File: config.mk
export PLATFORM = sky130hd
export DESIGN_NAME = decode_onehot_pipe_flat
export DESIGN_NICKNAME = d
export VERILOG_FILES = /design/src/rtl/decode_onehot_pipe_if.sv /design/src/rtl/decode_onehot_pipe.sv /design/src/flat_wrapper.sv
export SDC_FILE = /design/constraint.sdc
export NUM_CORES = 1
export LEC_CHECK = 0
export ABC_AREA = 1
export CAP_MARGIN = 20
export CORE_UTILIZATION = 36
export DETAILED_ROUTE_END_ITERATION = 7
export PLACE_DENSITY = 0.81
export SYNTH_ARGS = -nofsm -noshare
export SYNTH_HDL_FRONTEND = slang
export SYNTH_SLANG_ARGS = --single-unit
File: constraint.sdc
create_clock -name clk -period 1.1 [get_ports clk]
set_input_delay 0.22 -clock clk [delete_from_list [all_inputs] [get_ports clk]]
set_output_delay 0.22 -clock clk [all_outputs]
set_load 0.05 [all_outputs]
File: src/rtl/decode_onehot_pipe_if.sv
// rtl/decode_onehot_pipe_if.sv - request/result handshake bundle for decode_onehot_pipe
interface decode_onehot_pipe_if #(
  parameter int N    = 3,
  parameter int M    = 8,
  parameter int CNTW = 8
);
  logic            in_valid;
  logic            in_ready;
  logic [N-1:0]    sel;
  logic            value;
  logic            clr;
  logic            out_valid;
  logic            out_ready;
  logic [M-1:0]    dec;
  logic            err;
  logic [CNTW-1:0] err_cnt;

  modport master (
    output in_valid, sel, value, clr, out_ready,
    input  in_ready, out_valid, dec, err, err_cnt
  );

  modport slave (
    input  in_valid, sel, value, clr, out_ready,
    output in_ready, out_valid, dec, err, err_cnt
  );
endinterface

File: src/rtl/decode_onehot_pipe.sv
// rtl/decode_onehot_pipe.sv - registered select-to-one-hot decoder with pulse/sticky modes
module decode_onehot_pipe #(
  parameter int N      = 3,
  parameter int M      = 8,
  parameter int ACTIVE = 1,
  parameter int MODE   = 0,
  parameter int CNTW   = 8
) (
  input logic                 clk,
  input logic                 rst_n,
  decode_onehot_pipe_if.slave bus
);
  // M can equal 2^N, so the limit needs one bit more than sel
  localparam logic [N:0] M_LIM = (N+1)'(M);

  logic            in_ready;
  logic            accept;
  logic            in_range;
  logic            out_valid_q;
  logic            err_q;
  logic [M-1:0]    v;
  logic [M-1:0]    acc_q;
  logic [CNTW-1:0] cnt_q;

  assign in_ready = !out_valid_q || bus.out_ready;
  assign accept   = bus.in_valid && in_ready;
  assign in_range = {1'b0, bus.sel} < M_LIM;

  always_comb begin
    v = '0;
    for (int i = 0; i < M; i++) begin
      if (accept && bus.value && bus.sel == N'(i)) v[i] = 1'b1;
    end
  end

  always_ff @(posedge clk or negedge rst_n) begin
    if (!rst_n) begin
      out_valid_q <= 1'b0;
      acc_q       <= '0;
      err_q       <= 1'b0;
      cnt_q       <= '0;
    end else begin
      if (accept) out_valid_q <= 1'b1;
      else if (bus.out_ready) out_valid_q <= 1'b0;

      // Sticky accumulates every cycle; pulse follows the handshake and idles at zero
      if (MODE != 0) acc_q <= (bus.clr ? '0 : acc_q) | v;
      else if (accept) acc_q <= v;
      else if (out_valid_q && bus.out_ready) acc_q <= '0;

      if (accept) err_q <= !in_range;
      if (accept && !in_range && cnt_q != '1) cnt_q <= cnt_q + CNTW'(1);
    end
  end

  assign bus.in_ready  = in_ready;
  assign bus.out_valid = out_valid_q;
  assign bus.dec       = (ACTIVE != 0) ? acc_q : ~acc_q;
  assign bus.err       = err_q;
  assign bus.err_cnt   = cnt_q;
endmodule

File: src/flat_wrapper.sv
// flat-port wrapper written by rule: the top's interface ports become plain ports
module decode_onehot_pipe_flat 
#(
  parameter int N      = 3,
  parameter int M      = 8,
  parameter int ACTIVE = 1,
  parameter int MODE   = 0,
  parameter int CNTW   = 8
)
  (clk, rst_n, bus_in_valid, bus_sel, bus_value, bus_clr, bus_out_ready, bus_in_ready, bus_out_valid, bus_dec, bus_err, bus_err_cnt);
  decode_onehot_pipe_if #(.N(N), .M(M), .CNTW(CNTW)) bus_i ();
  input logic clk;
  input logic rst_n;
  input wire logic [$bits(bus_i.in_valid)-1:0] bus_in_valid;
  input wire logic [$bits(bus_i.sel)-1:0] bus_sel;
  input wire logic [$bits(bus_i.value)-1:0] bus_value;
  input wire logic [$bits(bus_i.clr)-1:0] bus_clr;
  input wire logic [$bits(bus_i.out_ready)-1:0] bus_out_ready;
  output wire logic [$bits(bus_i.in_ready)-1:0] bus_in_ready;
  output wire logic [$bits(bus_i.out_valid)-1:0] bus_out_valid;
  output wire logic [$bits(bus_i.dec)-1:0] bus_dec;
  output wire logic [$bits(bus_i.err)-1:0] bus_err;
  output wire logic [$bits(bus_i.err_cnt)-1:0] bus_err_cnt;
  assign bus_i.in_valid = bus_in_valid;
  assign bus_i.sel = bus_sel;
  assign bus_i.value = bus_value;
  assign bus_i.clr = bus_clr;
  assign bus_i.out_ready = bus_out_ready;
  assign bus_in_ready = bus_i.in_ready;
  assign bus_out_valid = bus_i.out_valid;
  assign bus_dec = bus_i.dec;
  assign bus_err = bus_i.err;
  assign bus_err_cnt = bus_i.err_cnt;
  decode_onehot_pipe #(.N(N), .M(M), .ACTIVE(ACTIVE), .MODE(MODE), .CNTW(CNTW)) u_core (.clk(clk), .rst_n(rst_n), .bus(bus_i));
endmodule
==> results.txt <==
outcome -> finished, violations left
failing checks -> setup timing
Pwr Total -> 913.4 uW
Vias/cell -> 4.608
fill cell count -> 91
Area after DPL -> 767.0 um2
initial antenna violation count -> 0
minimum clock period -> 1.141 ns
nets -> 98
setup ws final -> -0.04110 ns
Worst R2R End -> u_core.bus.dec[2]
DRC Markers -> 0
Required @ worst endpoint -> 0.88 ns
CTS tree -> done
area grow syn2layout -> 65.23%
Final Util -> 0.6867
Crit path buffers/inverters -> 1
die span in y -> 39.01 um
Period Utilization, post-route -> 1.037
gpl congestion -> 0.8099
layout cell share with drive strength beyond 1 -> 0.2727
critical path arrival -> 0.92 ns
Distinct cells, synth -> 10
die width -> 39.01 um
unrepaired setup endpoints after global routing -> yes
ANT cells -> 0
kind of critical path -> flop to output port
number of global-route vias before repair -> 401
Mapped Cells -> 64
# H-tree levels -> 1
reg2reg start -> u_core.bus.out_valid
flops & latches, synth -> 9
DR pass1 iterations -> 2
Worst Setup End Kind -> output port
DP HPWL -> 815.6 um
YS warnings -> 0
highest clock rate -> 876.3 MHz
startpoint types -> flop
Mapped Avg Cell Area -> 7.703 um2
Congestion Overflow GR -> 0
Post-synth EDFFs -> 0
TritonCTS buffer count -> 3
largest net degree at the start of global routing -> 10
WL per Instance -> 10.25 um
Ports -> 28
register area share after synthesis -> 0.4569
crit-path cells -> nand2_4 > buf_12
Post-DRT Antenna Nets -> 0
Final Skew -> 0.001908 ns
core footprint -> 0.001186 mm2
Yosys top cell area share -> 0.4569
top-count cell post-synth -> nand2_1
Fin Setup TNS -> -0.04110 ns
asr flop ratio synth -> 1.000
hold slack -> 0.2598 ns
number of port buffers -> 17
CP top delay family -> flip-flops
Max Buffers Root-to-Sink -> 2
total number of vias -> 470
top_reg_cell synth -> dfrtp_1
Max stage delay cell, worst path -> dfrtp_2
VDD IR max -> 0.6571 mV
hold-fix buffers at CTS -> 0
P per Cell Area -> 1121 mW/mm2
DR iter-0 viols -> 8
max incr delay on CP -> 0.45 ns
DIE AREA -> 0.001521 mm2
worst skew pair latency -> 0.26 ns
Setup-failing EPs final -> 1
Multi-input gate area -> 219.0 um2
Initial Utilization -> 0.4156
FF+latch area -> 226.5 um2
r2r setup slk -> 0.09 ns
Hold Vio Cnt, Final -> 0
CTS root buffer -> clkbuf_4
Post-Synthesis Cell Area -> 493.0 um2
Slew Viols, Final -> 0
global-route wire length before repair -> 1642 um
DRT Wirelength -> 1046 um
GRT Util Overall -> 0.1644
CTS clk-pin slew, worst paths -> 0.06 ns
maximum fanout along the worst path -> 3
top cells by count, synth -> 16 x nand2_1, 12 x nand3_1, 9 x buf_4, 9 x dfrtp_1, 7 x inv_1
max_cap viols -> 0
Hold Crit Class -> input pin to async pin
worst reg2reg path depth -> 4
num rows -> 12
CTS sink count -> 9
largest area contributor in the netlist -> dfrtp_1
Critical Path Start -> u_core.bus.out_valid
Pleak -> 0.4210 nW
Synth area leaders -> dfrtp_1 46%, buf_4 14%, nand3_1 12%, nand2_1 12%, inv_1 5.3%
cell area after layout -> 814.5 um2
-- report_power, final --
| part | switching [mW] | internal [mW] |
|---|---|---|
| combinational | 0.190 | 0.107 |
| sequential | 0.0163 | 0.345 |
| clock | 0.115 | 0.140 |
| total | 0.322 | 0.592 |
-- routing by layer --
metal	share of wire	global-route usage	wire length [um]	up-vias
met2	0.49	0.2667	513	24
met1	0.42	0.1942	435	209
met5	0	0	0	-
met4	0.018	0.07759	19	0
met3	0.076	0.05202	79	3
li1	-	-	-	234
-- stage by stage --
stage	cells	setup slack, ns
finish	102	-0.04110
global route	102	-0.07816
CTS	102	-0.04778
detailed placement	96	-0.1690
global placement	96	-0.1168
floorplan	72	0.02324
-- worst max path at each step --
| stage | endpoint | slack (ns) | depth (start not counted) |
|---|---|---|---|
| finish | bus_in_ready | -0.04 | 2 |
| global route | bus_in_ready | -0.08 | 2 |
| CTS | bus_in_ready | -0.05 | 2 |
| detailed placement | u_core.bus.dec[0] | -0.17 | 4 |
| global placement | u_core.bus.dec[0] | -0.12 | 5 |
| floorplan | u_core.bus.dec[3] | 0.02 | 3 |
-- layout make-up --
cell class	count	area share
Tap cell	14	0.02151
Inverter	7	0.03226
Clock buffer	4	0.03226
Multi-Input combinational cell	47	0.2688
Sequential cell	9	0.2780
Timing Repair Buffer	21	0.3671
-- logic make-up (layout without fill, tap and decap cells) --
kind of cell	Yosys count	count (layout)	synth area share
flip-flops	9	9	0.4569
buffers and inverters	16	32	0.1904
AO/OA/AOI/OAI	5	5	0.05838
AND/OR/NAND/NOR	33	33	0.2868
other	1	9	0.007607
-- cell usage in the layout (no fill, tap or decap) --
cell type and instances:
clkdlybuf4s50_1 6, nand3_1 12, clkbuf_1 1, nand2_4 2, nand2_2 1, inv_2 2, a21oi_2 1, nand2_1 14
inv_1 5, o21ai_1 4, clkbuf_4 3, buf_12 10, buf_4 4, dfrtp_1 8, conb_1 9, dfrtp_2 1
dlygate4sd2_1 1, nor2_1 4
-- sequential cells by signal (all words and copies together) (netlist names) --
register	cells
u_core.bus.out_valid	1
u_core.bus.dec	8
-- what timing repair did --
action | CTS | global route
endpoints found under the setup margin | 2 | 10
setup buffers | 2 | 0
resized for setup | 2 | 3
pin swaps | 1 | 0
(Power assumes the default switching activity.)
